[src/rtl/shreg_sched_pkg.sv]
// Shared types and width helpers for the shift-register scheduler.
// Widths are derived from the instantiating module's parameters through constant functions.
package shreg_sched_pkg;

    typedef enum logic [1:0] {
        IDLE,
        SHIFT,
        DRAIN,
        FIN
    } state_t;

    // The bit counter must hold WIDTH+DEPTH without wrapping.
    function automatic int cnt_width(input int width, input int depth);
        return $clog2(width + depth + 1);
    endfunction

    function automatic int idx_width(input int nreq);
        return (nreq > 1) ? $clog2(nreq) : 1;
    endfunction

endpackage

[src/rtl/shreg_sched_rr_arbiter.sv]
// Combinational round-robin arbiter: first set request at or after the pointer, wrapping.
// The pointer register is owned by the instantiating scheduler.
module rr_arbiter
    import shreg_sched_pkg::*;
#(
    parameter int NREQ  = 4,
    parameter int IDX_W = idx_width(NREQ)
) (
    input  logic [NREQ-1:0]  i_req,
    input  logic [IDX_W-1:0] i_ptr,
    input  logic             i_en,
    output logic [NREQ-1:0]  o_gnt,
    output logic [IDX_W-1:0] o_idx,
    output logic             o_valid
);

    int w_j;

    // NOTE: every output gets a default before the search, so no path leaves a latch behind.
    always_comb begin
        o_gnt   = '0;
        o_idx   = '0;
        o_valid = 1'b0;
        w_j     = 0;
        if (i_en) begin
            for (int i = 0; i < NREQ; i++) begin
                w_j = (int'(i_ptr) + i) % NREQ;
                if (!o_valid && i_req[w_j]) begin
                    o_gnt[w_j] = 1'b1;
                    o_idx      = IDX_W'(w_j);
                    o_valid    = 1'b1;
                end
            end
        end
    end

endmodule

[src/rtl/shreg_sched.sv]
// Arbitrates requesters for a tick-paced shift-register datapath: grant, serialise LSB-first,
// flush DEPTH stages, then pulse done to the owner. All outputs are registered.
module shreg_sched
    import shreg_sched_pkg::*;
#(
    parameter int NREQ  = 4,
    parameter int WIDTH = 8,
    parameter int DEPTH = 2
) (
    input  logic                        clk,
    input  logic                        rst,
    input  logic                        tick,
    input  logic [NREQ-1:0]             req,
    input  logic [NREQ*WIDTH-1:0]       data,
    output logic [NREQ-1:0]             gnt,
    output logic [NREQ-1:0]             done,
    output logic                        busy,
    output logic [idx_width(NREQ)-1:0]  owner,
    output logic                        sr_en,
    output logic                        sr_din
);

    localparam int IDX_W = idx_width(NREQ);
    localparam int CNT_W = cnt_width(WIDTH, DEPTH);

    state_t             r_state,  w_state_nxt;
    logic [NREQ-1:0]    r_gnt,    w_gnt_nxt;
    logic [NREQ-1:0]    r_done,   w_done_nxt;
    logic               r_busy,   w_busy_nxt;
    logic [IDX_W-1:0]   r_owner,  w_owner_nxt;
    logic [IDX_W-1:0]   r_ptr,    w_ptr_nxt;
    logic [WIDTH-1:0]   r_buf,    w_buf_nxt;
    logic [CNT_W-1:0]   r_cnt,    w_cnt_nxt;
    logic               r_sr_en,  w_sr_en_nxt;
    logic               r_sr_din, w_sr_din_nxt;

    logic [NREQ-1:0]    w_arb_gnt;
    logic [IDX_W-1:0]   w_arb_idx;
    logic               w_arb_valid;
    logic [WIDTH-1:0]   w_word;

    rr_arbiter #(
        .NREQ  (NREQ),
        .IDX_W (IDX_W)
    ) u_arb (
        .i_req   (req),
        .i_ptr   (r_ptr),
        .i_en    (r_state == IDLE),
        .o_gnt   (w_arb_gnt),
        .o_idx   (w_arb_idx),
        .o_valid (w_arb_valid)
    );

    assign w_word = data[w_arb_idx*WIDTH +: WIDTH];

    always_comb begin
        w_state_nxt  = r_state;
        w_gnt_nxt    = '0;
        w_done_nxt   = '0;
        w_busy_nxt   = (r_state != IDLE);
        w_owner_nxt  = r_owner;
        w_ptr_nxt    = r_ptr;
        w_buf_nxt    = r_buf;
        w_cnt_nxt    = r_cnt;
        w_sr_en_nxt  = 1'b0;
        w_sr_din_nxt = 1'b0;
        case (r_state)
            IDLE: begin
                if (w_arb_valid) begin
                    w_gnt_nxt   = w_arb_gnt;
                    w_buf_nxt   = w_word;
                    w_owner_nxt = w_arb_idx;
                    w_ptr_nxt   = (w_arb_idx == IDX_W'(NREQ - 1)) ? '0 : w_arb_idx + 1'b1;
                    w_cnt_nxt   = '0;
                    w_state_nxt = SHIFT;
                end
            end
            SHIFT: begin
                // A tick landing in the grant cycle (gnt still high) does not count.
                if (tick && !(|r_gnt)) begin
                    w_sr_en_nxt  = 1'b1;
                    w_sr_din_nxt = r_buf[0];
                    w_buf_nxt    = r_buf >> 1;
                    w_cnt_nxt    = r_cnt + 1'b1;
                    if (r_cnt == CNT_W'(WIDTH - 1)) begin
                        w_state_nxt = DRAIN;
                    end
                end
            end
            DRAIN: begin
                if (tick) begin
                    w_sr_en_nxt = 1'b1;
                    w_cnt_nxt   = r_cnt + 1'b1;
                    if (r_cnt == CNT_W'(WIDTH + DEPTH - 1)) begin
                        w_state_nxt = FIN;
                    end
                end
            end
            FIN: begin
                w_done_nxt[r_owner] = 1'b1;
                w_state_nxt         = IDLE;
            end
            default: w_state_nxt = IDLE;
        endcase
    end

    always_ff @(posedge clk) begin
        if (rst) begin
            r_state  <= IDLE;
            r_gnt    <= '0;
            r_done   <= '0;
            r_busy   <= 1'b0;
            r_owner  <= '0;
            r_ptr    <= '0;
            r_cnt    <= '0;
            r_sr_en  <= 1'b0;
            r_sr_din <= 1'b0;
        end else begin
            r_state  <= w_state_nxt;
            r_gnt    <= w_gnt_nxt;
            r_done   <= w_done_nxt;
            r_busy   <= w_busy_nxt;
            r_owner  <= w_owner_nxt;
            r_ptr    <= w_ptr_nxt;
            r_cnt    <= w_cnt_nxt;
            r_sr_en  <= w_sr_en_nxt;
            r_sr_din <= w_sr_din_nxt;
        end
    end

    // NOTE: the data buffer is left out of reset; it is always reloaded at grant before any bit is read.
    always_ff @(posedge clk) begin
        r_buf <= w_buf_nxt;
    end

    assign gnt    = r_gnt;
    assign done   = r_done;
    assign busy   = r_busy;
    assign owner  = r_owner;
    assign sr_en  = r_sr_en;
    assign sr_din = r_sr_din;

endmodule

[config.mk]
export PLATFORM = sky130hd
export DESIGN_NAME = shreg_sched
export DESIGN_NICKNAME = d
export VERILOG_FILES = /design/src/rtl/shreg_sched_pkg.sv /design/src/rtl/shreg_sched_rr_arbiter.sv /design/src/rtl/shreg_sched.sv
export SDC_FILE = /design/constraint.sdc
export NUM_CORES = 1
export LEC_CHECK = 0
export ABC_AREA = 1
export CAP_MARGIN = 0
export CORE_MARGIN = 5
export CORE_UTILIZATION = 40
export DETAILED_ROUTE_END_ITERATION = 8
export GPL_TIMING_DRIVEN = 0
export PLACE_DENSITY = 0.66
export SETUP_SLACK_MARGIN = 0.15
export SYNTH_ARGS = -nofsm -noshare
export SYNTH_HDL_FRONTEND = slang
export SYNTH_SLANG_ARGS = --single-unit
export TNS_END_PERCENT = 1
[constraint.sdc]
create_clock -name clk -period 3.1 [get_ports clk]
set_input_delay 0.62 -clock clk [delete_from_list [all_inputs] [get_ports clk]]
set_output_delay 0.62 -clock clk [all_outputs]
set_load 0.02 [all_outputs]
## Yosys cells after proc, flatten, opt, wreduce, memory -nomap -nowiden

Index checks and enable logic that the tools add are counted.
W data, S select, Z words.

| word-level totals | value |
|---|---|
| flip-flop bits (word level) | 29 |
| output and inout port bits | 13 |
| logic and storage cells | 134 |
| input bits | 39 |

| operators by class | value |
|---|---|
| order comparisons | 10 |
| $add $sub $neg | 5 |
| bitwise operators | 11 |
| muxes and demuxes | 58 |
| shifts and indexed selects | 1 |
| reductions and logical operators | 28 |
| equal/unequal tests | 11 |

Operators with widths:

| cell | count |
|---|---|
| $mux W4 | 10 |
| $shiftx A32 B6 Y8 | 1 |
| $mux W1 | 22 |
| $mux W2 | 11 |
| $mux W8 | 2 |
| $pmux W8 S2 | 1 |
| $lt A3 B4 Y1 const B | 3 |
| $or A4 B4 Y4 | 3 |
| $pmux W4 S3 | 1 |
| $demux W1 S2 | 5 |
| $ne A2 B2 Y1 const B | 5 |
| $ge A3 B1 Y1 const B | 3 |
| $logic_and A1 B1 Y1 | 9 |
| $bmux W1 S2 | 4 |
| $pmux W2 S4 | 1 |
| $reduce_or A2 Y1 | 4 |
| $eq A2 B2 Y1 const B | 3 |
| $lt A2 B3 Y1 const B | 2 |
| $reduce_or A3 Y1 | 2 |
| $not A1 Y1 | 5 |
| $reduce_and A5 Y1 | 1 |
| $add A2 B1 Y2 const B | 2 |
| $add A2 B2 Y2 const B | 2 |
| $add A4 B1 Y4 const B | 1 |
| other kinds (14) | 21 |

## Longest topological paths before layout

Gate-level depths: netlist (run 1).

| logic depth | value |
|---|---|
| word-level depth | 20 |
| gate-level depth with buffers | 16 |
| mapped depth without buffers | 14 |

## Cells and area by module

Synthesis (run 1) repeated with hierarchy kept, for this count alone.

| unflattened totals | value |
|---|---|
| cells, all modules | 304 |
| area, all modules | 2113.3 µm² |

Modules (own cells, without submodules):

| module | instances | sequential area each (µm²) | area each (µm²) | cells each |
|---|---|---|---|---|
| shreg_sched | 1 | 660.6 | 1572.8 | 214 |
| rr_arbiter | 1 | 0.0 | 540.5 | 90 |

## Worst setup path before layout (run 1)

Ideal clock, no wire load.

| timing path | value |
|---|---|
| path kind | reg-to-reg |
| start point | register r_ptr[0] |
| end point | register r_buf[0] (data pin) |
| required time | 2.848 ns |
| path slack | 0.873 ns |
| setup time | 0.252 ns |
| stages on the path, launching flop included | 16 |
| buffers on the path | 2 |
| period minus slack after synthesis | 2.227 ns |
| data arrival time | 1.974 ns |
| path through | dfxtp_1 > buf_6 > inv_6 > ha_1 > inv_1 > nand3_2 > nand2_4 > a21oi_1 > nand2_2 > nand3_4 > buf_6 > nand2_1 > nand3_1 > nand2_1 > nand2_1 > nand2_1 |

| between the ends | value |
|---|---|
| longest elaborated chain between the ends | 19 |
| elaborated cells on any way between the ends | 34 |
| those cells by class | add/sub (3); shift (1); mux (24); reduce/logical (6) |

Ends and longest elaborated chain:

| item | RTL line | RTL |
|---|---|---|
| start: declaration | shreg_sched.sv:31 | `logic [IDX_W-1:0] r_ptr, w_ptr_nxt;` |
| start signal: assignment | shreg_sched.sv:124 | `r_ptr <= w_ptr_nxt;` |
| parallel branches: the longest is 14 deep, another holds $add A2 B1 Y2 | -- |  |
| $mux W2 (*) | shreg_sched_rr_arbiter.sv:28 | `if (!o_valid && i_req[w_j]) begin` |
| $mux W2 (*) | shreg_sched_rr_arbiter.sv:25 | `if (i_en) begin` |
| $shiftx A32 B6 Y8 (*) | shreg_sched.sv:54 | `assign w_word = data[w_arb_idx*WIDTH +: WIDTH];` |
| $mux W8 (*) | shreg_sched.sv:69 | `if (w_arb_valid) begin` |
| $pmux W8 S2 (*) | shreg_sched.sv:67 | `case (r_state)` |
| net w_buf_nxt[0] | shreg_sched.sv:32 | `logic [WIDTH-1:0] r_buf, w_buf_nxt;` |
| end signal: assignment | shreg_sched.sv:133 | `r_buf <= w_buf_nxt;` |
| end: declaration | shreg_sched.sv:32 |  |

Mark *: on every way through the listed nets, which the timed path passes. The select of a mux whose other input is x is not followed.
A chain may end at the register's enable or synchronous reset.

## Final worst setup path (run 1)

| timing path | value |
|---|---|
| start point | register r_ptr[1] |
| end point | register r_buf[3] (data pin) |

The elaborated chain is that of the path after synthesis.

==> results of run 1 <==
logic make-up after synthesis:
| group | count (synthesis) | synth area share, % |
|---|---|---|
| xor+xnor | 2 | 0.7942 |
| fa+ha+maj | 15 | 8.508 |
| buf+inv | 85 | 15.71 |
| flops | 29 | 29.95 |
| compound gates | 28 | 6.750 |
| simple gates | 168 | 38.29 |
worst max-delay path, stage by stage, from the launching register on:
cell and delay, ns:
dfxtp_1 0.57, inv_2 0.15, ha_1 0.39, inv_1 0.08, nand3_2 0.09, nand2_4 0.09
a21oi_1 0.18, nand2_2 0.15, nand3_4 0.18, buf_6 0.16, nand2_1 0.05, nand3_1 0.07
nand2_1 0.06, nand2_1 0.05, nand2_1 0.05
per-stage QoR:
step	cells	worst slack, ns	total power, uW	util, %	hold slack [ns]
CTS	457	0.5182	2713	53.28	0.4767
global placement	449	0.4283	2345	51.41	0.4507
finish	457	0.5148	2687	53.28	0.4713
detailed placement	449	0.3622	2365	51.41	0.4616
global route	457	0.2746	2959	53.28	0.5276
floorplan	327	0.8732	1942	-	0.4393
final cells by class:
class	count	area [um^2]
clock buffers	7	96.34
plain buffers	10	57.56
well taps	72	90.09
fillers	541	2541
inverters	75	289.0
clock inverters	1	5.005
multi-input cells	213	1199
repair buffers	50	500.5
flip-flops and latches	29	660.6
report_power, final:
group          switching, uW  internal [uW]
Combinational           1090            610
Sequential              79.1            574
Clock                    137            200
synth_stat cells, types with 2 or more instances:
master / n
nand3_1: 26
nor3_1: 6
edfxtp_1: 8
o21ai_0: 5
buf_2: 4
inv_1: 71
clkbuf_1: 3
nand4_1: 22
o22ai_1: 4
nand2_2: 5
inv_2: 2
nor2_1: 8
buf_6: 2
o21ai_1: 2
ha_1: 15
dfxtp_1: 21
nand2_4: 3
a21oi_1: 15
nand2_1: 85
nand3_2: 5
layer usage:
| layer | part of all wire [%] | vias to the layer above |
|---|---|---|
| met3 | 4.4 | 6 |
| met2 | 46 | 39 |
| met1 | 48 | 951 |
| li1 | - | 1153 |
| met5 | 0 | - |
| met4 | 1.6 | 0 |
state kept, by name, summed over array words and instances (netlist names):
register,flops
busy,1
done,4
sr_din,1
sr_en,1
r_state,2
r_cnt,4
r_buf,8
r_ptr,2
gnt,4
owner,2
final timing paths:
kind                            slack (ns)            endpoint  cells after the start
worst max-delay path                  0.51  r_buf[3]$_DFFE_PP_                     14
worst min-delay path                  0.47   sr_din$_SDFF_PP0_                      2
worst max register to register        0.51  r_buf[3]$_DFFE_PP_                     14
worst min register to register        0.47   sr_din$_SDFF_PP0_                      2
layout by cell type, fill, tap and decap left out, types with 2 or more instances in the layout:
cell type        netlist  layout
clkbuf_8               0       7
inv_1                 71      71
nand2_2                5       5
o21ai_0                5       5
nand4_1               22      22
a21oi_1               15      15
buf_6                  2       2
o22ai_1                4       4
nor3_1                 6       6
ha_1                  15      15
buf_2                  4       4
nand2_4                3       3
o21ai_1                2       2
nand2_1               85      85
clkbuf_1               3       3
nor2_1                 8       8
edfxtp_1               8       8
nand3_2                5       5
inv_2                  2       2
nand3_1               26      26
clkdlybuf4s50_1        0      50
dfxtp_1               21      21
==> run metrics, run 1 <==
DR WL/cell 10.88 um; Post-DP HPWL 4007 um; CTS Buf Count 5; I/O Buffers 50; Slew HR 59.58%; Slew Viols, Final 0; Remaining Overflow, GRT 0; hold_sp r_buf[0]$_DFFE_PP_; drt total wl 4973 um; Max Cap Viol 0; CTS max path bufs 2; Worst Skew 0.002362 ns; Design Area, Final 2898 um^2; Yosys top cell area share 19.06%; CP Class flop to flop; antenna-violating nets left 0; setup bufs post-CTS 0; Max VDD drop 0.0005098 V; CP required 3.13 ns; # H-tree levels 2; cell accounting for the most synthesized area dfxtp_1; Pwr per Cell Area 927.3 nW/um^2; TritonRoute pass-1 iters 4; Global Route met2 Usage 22.88%; Remaining DRCs 0; Worst EP arrival 2.62 ns; CTS hold repair buffers 0; via-per-instance ratio 4.702; Syn Area/Cell 6.746 um^2; FP Rows 27; GRT Util Overall 14.23%; Worst Hold Class flop to flop; vias 2149; nets 438; Setup crit start kind flop; top cells by area, synth dfxtp_1 19%, nand2_1 14%, inv_1 12%; synthesis-to-layout area growth 31.37%; Post-synth EDFFs 8; Die Y 84.26 um; reg-to-reg startpoint r_ptr[1]$_SDFFE_PP0P_; Top FF cell, synth dfxtp_1; num ports 52; Initial Util 40.56%; Reg clk slew, reported paths 0.06 ns; CP endpoint kind flop; synthesized netlist cell count 327; status completed; CTS tree built; proportion of layout cells with a drive suffix above 1 9.091%; Warnings, synthesis 0; n_diodes 0; initial antenna violation count 0; final-report hold violation count 0; Resized Gates After CTS 0; Period minus WS final 2.585 ns; Worst-Margin Slew 0.6007 ns; synthesized flop and latch total 29; CP Launch Point r_ptr[1]$_SDFFE_PP0P_; met3 Usage GRT 3.140%; layer with the highest usage met2; setup TNS 0 ns; vias in the first global route 1880; Cell Area, Synth 2206 um^2; Routability Congestion 0.8082; fraction of registers with async set/reset 0%; clk_lat worst skew 0.28 ns; post-place instance area 2796 um^2; net count of the mapped netlist 381; largest net degree at the start of global routing 12; crit share post-route 83.39%; Fmax achieved 386.8 MHz; grt met1 use 18.36%; synth unique cells 35; CTS sink count 29; Seq/Total Area, Yosys 29.95%; RSZ-0062 raised after global routing no; Core Region 5439 um^2; global-route wire length before repair 8259 um; CTS root buf clkbuf_8; width of the die 84.26 um; Setup Viol. Count Final 0; DR iter-0 viols 70; crit path max fanout 10; Leak 0.001440 uW; die footprint 7100 um^2
Power figures use the tool's default switching activity.
==> run 2, diff against run 1 <==
--- a/config.mk
+++ b/config.mk
@@ -11,7 +11,7 @@
 export CORE_UTILIZATION = 40
 export DETAILED_ROUTE_END_ITERATION = 8
 export GPL_TIMING_DRIVEN = 0
-export PLACE_DENSITY = 0.66
+export PLACE_DENSITY = 0.69
 export SETUP_SLACK_MARGIN = 0.15
 export SYNTH_ARGS = -nofsm -noshare
 export SYNTH_HDL_FRONTEND = slang
==> constraint.sdc (replaced) <==
create_clock -name clk -period 2.2 [get_ports clk]
set_input_delay 0.44 -clock clk [delete_from_list [all_inputs] [get_ports clk]]
set_output_delay 0.44 -clock clk [all_outputs]
set_load 0.02 [all_outputs]
==> run 2 against run 1 <==
Die area stayed put; global-route usage is 1.4 points higher; sequential share of layout area is 2.1 points lower; maximum frequency is 24% higher.
==> run metrics, run 2 (synthesized netlist as in run 1, its figures left out) <==
Slew HR 61.13% (+1.5 points); largest net degree at the start of global routing 11 (-1); n_diodes 0 (unchanged); vias in the first global route 2059 (+9.5%); Remaining Overflow, GRT 0 (unchanged); Remaining DRCs 0 (unchanged); Crit. path cell count 15 (+1); die footprint 7100 um^2 (unchanged); clk_lat worst skew 0.27 ns (about the same); CTS Buf Count 5 (unchanged); most frequent cells in the layout 76 x nand2_1, 68 x inv_1, 46 x clkdlybuf4s50_1, 22 x nand4_1; Fmax achieved 479.3 MHz (+24%); RSZ-0062 raised after global routing yes; Routability Congestion 0.7977 (-1.3%); Max stage delay on crit path 0.36 ns (-0.21 ns); antenna-violating nets left 0 (unchanged); # H-tree levels 2 (unchanged); num ports 52 (unchanged); Setup crit start kind flop; global-route wire length before repair 9177 um (+11%); Initial Util 40.56% (unchanged); Period minus WS final 2.086 ns (-0.4989 ns); Worst Skew 0.004687 ns (+0.002325 ns); drt total wl 5786 um (+16%); Setup Viol. Count Final 0 (unchanged); Slew Viols, Final 0 (unchanged); FF-to-FF setup slack 0.11 ns (-0.40 ns); reg-to-reg endpoint r_buf[2]$_DFFE_PP_; width of the die 84.26 um (unchanged); reg-to-reg startpoint r_ptr[0]$_SDFFE_PP0P_; FP Rows 27 (unchanged); CTS sink count 29 (unchanged); CP Class flop to flop; Pwr per Cell Area 1422 nW/um^2 (+53%); crit path max fanout 8 (-2); Worst Hold Class flop to flop; CTS hold repair buffers 0 (unchanged); CTS max path bufs 2 (unchanged); via-per-instance ratio 4.880 (+3.8%); worst path bufs/invs 5 (+2); CTS root buf clkbuf_8; Most flops, register r_buf; final-report hold violation count 0 (unchanged); CP max-delay cell dfxtp_4; CP Cell Sequence buf_12 -> inv_12 -> ha_4 -> inv_4 -> nand3_4 -> nand2_8 -> buf_4 -> nand3b_1 -> nand3_1 -> nand2_2 -> inv_2 -> nand3_1 -> nand2_1 -> nand2_1 -> nand2_1; commonest non-fill, non-tap cell in the layout nand2_1; TritonRoute pass-1 iters 6 (+2); CP Launch Point r_ptr[0]$_SDFFE_PP0P_; I/O Buffers 50 (unchanged); max reg flops 8 (unchanged); DR iter-0 viols 125 (+79%); Critical Path Sink r_buf[2]$_DFFE_PP_; Leak 0.001606 uW (+12%); nets 457 (+4.3%); Post-DP HPWL 4134 um (+3.2%); Worst EP arrival 2.12 ns (-0.50 ns); synthesis-to-layout area growth 46.68%; most used cell, CP nand2_1; vias 2323 (+8.1%); proportion of layout cells with a drive suffix above 1 18.81% (+9.7 points); Max Cap Viol 0 (unchanged); Max VDD drop 0.0009341 V (+83%); Util after Layout 59.49% (+6.2 points); CTS tree built; Pwr Total 4602 uW (+71%); CP endpoint kind flop; Die Y 84.26 um (unchanged); CP top delay family simple AND/OR/NAND/NOR gates; FF-to-FF path depth 15 (+1); crit share post-route 94.83% (+11 points); Core Region 5439 um^2 (unchanged); GRT Util Overall 15.60% (+1.4 points); hold_sp r_buf[0]$_DFFE_PP_; CP required 2.23 ns (-0.90 ns); status completed; DR WL/cell 12.16 um (+12%); Reg clk slew, reported paths 0.06 ns (about the same); Worst-Margin Slew 0.5777 ns (-0.02296 ns); initial antenna violation count 0 (unchanged)
run 2: changes by cell type in the layout (fill, tap and decap cells not counted), sizes merged:
cell / change
clkdlybuf4s50: -4
clkinv: -1
clkbuf: +1
dlymetal6s2s: +2
buf: +19
dlygate4sd2: +2
run 2: through the flow:
stage	instances	hold WS (ns)	area, um^2	TNS (ns)	worst slack [ns]
6_report	476	0.4691	3236	0	0.1137
3_5_place_dp	449	0.4612	2820	-5.039	-0.3229
2_1_floorplan	327	0.4393	2230	0	0.1504
3_3_place_gp	449	0.4504	2820	-4.459	-0.2976
4_1_cts	474	0.4763	3119	0	0.1490
5_1_grt	476	0.5055	3236	0	0.01570
run 2: worst register-to-register path: cells and delay by family (launching register included):
kind                     cells  cell delay, ns
adder cells (fa/ha/maj)      1            0.30
buffers and inverters        5            0.45
flip-flops                   1            0.36
AND/OR/NAND/NOR              9            0.75
run 2: routing by layer:
layer  vias to the layer above  global-route usage [%]  routed length [um]
met5                         -                       0                   0
met4                         0                   5.702                  87
met3                         7                   1.766                 220
met2                        44                   27.33                2939
met1                      1082                   19.61                2539
li1                       1190                       -                   -
run 2: cell type report:
cell class	count	area (um^2)
buffer	10	93.84
clock buffer	8	80.08
fill	525	2203
inverter	75	301.5
multi-input combinational	213	1324
sequential	29	668.1
tap	72	90.09
timing repair buffer	69	678.2
run 2: what timing repair did:
| item | 4_1_cts | 5_1_grt |
|---|---|---|
| gates cloned | 0 | 1 |
| setup buffers | 17 | 1 |
| gates resized for setup | 24 | 25 |
| pin swaps | 10 | 12 |
| endpoints found under the setup margin | 20 | 20 |
run 2: worst min-delay path by stage:
stage                              endpoint  slack, ns  depth (start not counted)
after floorplan           sr_din$_SDFF_PP0_       0.44                          2
after global placement    sr_din$_SDFF_PP0_       0.45                          2
after detailed placement  sr_din$_SDFF_PP0_       0.46                          2
after CTS                 sr_din$_SDFF_PP0_       0.48                          2
after global routing      sr_din$_SDFF_PP0_       0.51                          2
final                     sr_din$_SDFF_PP0_       0.47                          2
run 2: where the power goes:
part / total [uW] / leakage, uW / internal [uW] / switching [uW]
registers: 911 / 0.000253 / 816 / 94.5
clock network: 404 / 0.0000395 / 224 / 180
logic: 3290 / 0.00131 / 1370 / 1910
total: 4600 / 0.00161 / 2410 / 2190
==> run 3, diff against run 2 <==
--- a/config.mk
+++ b/config.mk
@@ -8,10 +8,10 @@
 export ABC_AREA = 1
 export CAP_MARGIN = 0
 export CORE_MARGIN = 5
-export CORE_UTILIZATION = 40
+export CORE_UTILIZATION = 45
 export DETAILED_ROUTE_END_ITERATION = 8
 export GPL_TIMING_DRIVEN = 0
-export PLACE_DENSITY = 0.69
+export PLACE_DENSITY = 0.76
 export SETUP_SLACK_MARGIN = 0.15
 export SYNTH_ARGS = -nofsm -noshare
 export SYNTH_HDL_FRONTEND = slang
==> run 3 against run 2 <==
Sequential cell count is the same; via count rose by 1.6%; global-route usage increased by 2.4 points; critical path depth shrank 3; die area shrank 9.8%; power is 1.8% lower; largest power group unchanged; highest routed layer unchanged.
==> run metrics, run 3 (synthesized netlist as in run 1, its figures left out) <==
FP Rows 25 (-7.4%); via-per-instance ratio 5.002 (+2.5%); Most flops, register r_buf; Setup crit start kind flop; Worst EP arrival 2.11 ns (about the same); Routability Congestion 0.8731 (+9.5%); CTS tree built; width of the die 80.02 um (-5.0%); n_diodes 0 (unchanged); CTS root buf clkbuf_8; CP required 2.22 ns (about the same); DR iter-0 viols 142 (+14%); Slew HR 63.35% (+2.2 points); Leak 0.001587 uW (-1.1%); drt total wl 5770 um (-0.28%); largest net degree at the start of global routing 11 (unchanged); FF-to-FF path depth 12 (-3); Remaining DRCs 0 (unchanged); Slew Viols, Final 0 (unchanged); proportion of layout cells with a drive suffix above 1 18.77% (-0.046 points); die footprint 6402 um^2 (-9.8%); Setup Viol. Count Final 0 (unchanged); Max VDD drop 0.001024 V (+9.6%); synthesis-to-layout area growth 44.53%; Finished Layout Cells 472 (-0.84%); I/O Buffers 50 (unchanged); TritonRoute pass-1 iters 5 (-1); crit path max fanout 8 (unchanged); initial antenna violation count 0 (unchanged); CP Launch Point r_ptr[0]$_SDFFE_PP0P_; CTS sink count 29 (unchanged); vias 2361 (+1.6%); dpl cells 444 (-1.1%); vias in the first global route 2071 (+0.58%); crit share post-route 95.00% (+0.17 points); final-report hold violation count 0 (unchanged); Worst-Margin Slew 0.5447 ns (-0.03305 ns); FF-to-FF setup slack 0.11 ns (about the same); status completed; global-route wire length before repair 9149 um (-0.31%); Fmax achieved 478.5 MHz (-0.18%); Die Y 80.02 um (-5.0%); # H-tree levels 2 (unchanged); GRT Util Overall 17.97% (+2.4 points); reg-to-reg startpoint r_ptr[0]$_SDFFE_PP0P_; worst hold endpoint sr_din$_SDFF_PP0_; final hold slack 0.4736 ns (+0.004507 ns); reg-to-reg endpoint r_buf[3]$_DFFE_PP_; CTS Buf Count 5 (unchanged); most frequent cells in the layout 77 x nand2_1, 67 x inv_1, 46 x clkdlybuf4s50_1, 22 x nand4_1, 21 x nand3_1; Reg clk slew, reported paths 0.06 ns (about the same); Core Region 4755 um^2 (-13%); CP endpoint kind flop; nets 458 (+0.22%); Period minus WS final 2.090 ns (+0.003667 ns); Pwr per Cell Area 1417 nW/um^2 (-0.36%); Worst Hold Class flop to flop; num ports 52 (unchanged); Worst Skew 0.003110 ns (-0.001577 ns); Initial Util 46.39% (+5.8 points); antenna-violating nets left 0 (unchanged); Post-DP HPWL 4071 um (-1.5%); Hold Path Depth 2 (unchanged); hold_sp r_buf[0]$_DFFE_PP_; RSZ-0062 raised after global routing yes; Remaining Overflow, GRT 0 (unchanged); clk_lat worst skew 0.28 ns (about the same); max reg flops 8 (unchanged); CTS max path bufs 2 (unchanged); commonest non-fill, non-tap cell in the layout nand2_1; Max Cap Viol 0 (unchanged); CP Class flop to flop; DR WL/cell 12.22 um (+0.57%)
-- run 3: cell count changes in the layout (fill, tap and decap cells not counted), sizes merged --
cell	delta
nand2	+1
-- run 3: worst max path at each step --
stage / slack (ns) / end
2_1_floorplan: 0.15 / r_buf[0]$_DFFE_PP_
3_3_place_gp: -0.29 / r_buf[3]$_DFFE_PP_
3_5_place_dp: -0.33 / r_buf[3]$_DFFE_PP_
4_1_cts: 0.13 / r_buf[3]$_DFFE_PP_
5_1_grt: -0.02 / r_buf[3]$_DFFE_PP_
6_report: 0.11 / r_buf[3]$_DFFE_PP_
-- run 3: layout make-up --
cell class                      instances  area (um^2)
Tap cell                               67        83.83
Buffer                                 10        85.08
Timing Repair Buffer                   69        661.9
Inverter                               75        301.5
Clock buffer                            8        80.08
Sequential cell                        29        668.1
Multi-Input combinational cell        214         1308
Fill cell                             429         1567
-- run 3: power by group --
| part | total, uW | internal (uW) | switching, uW |
|---|---|---|---|
| logic | 3200 | 1320 | 1880 |
| clock network | 413 | 224 | 189 |
| registers | 909 | 816 | 93.4 |
-- run 3: metal layers --
layer	track usage (%)	wire [um]	up-vias
met5	0	0	-
met4	4.561	77	0
met3	3.047	273	9
met2	31.46	2913	74
met1	22.67	2507	1088
li1	-	-	1190
-- run 3: critical path: stages, from the launching register on --
cell and delay (ns):
dfxtp_4 0.36, buf_8 0.12, inv_12 0.04, ha_4 0.30, inv_4 0.05, nand2_2 0.09
nand2_4 0.07, inv_2 0.05, nand4_1 0.13, or2_1 0.28, buf_6 0.13, o211ai_1 0.09
inv_2 0.13
-- run 3: repair_timing --
action | CTS | global route
hold buffers | 0 | 0
endpoints found under the setup margin | 20 | 23
gates resized for setup | 25 | 17
pin swaps | 13 | 15
cloned | 2 | 0
buffers inserted | 13 | 5
-- run 3: stage by stage --
stage | TNS [ns] | instance area (um^2) | total power (uW) | worst slack, ns | util (%)
2_1_floorplan | 0 | 2230 | 2787 | 0.1504 | -
3_3_place_gp | -4.336 | 2814 | 3335 | -0.2932 | 59.18
3_5_place_dp | -5.195 | 2814 | 3402 | -0.3296 | 59.18
4_1_cts | 0 | 3090 | 4274 | 0.1336 | 65.00
5_1_grt | -0.1372 | 3188 | 4905 | -0.01759 | 67.05
6_report | 0 | 3188 | 4518 | 0.1101 | 67.05
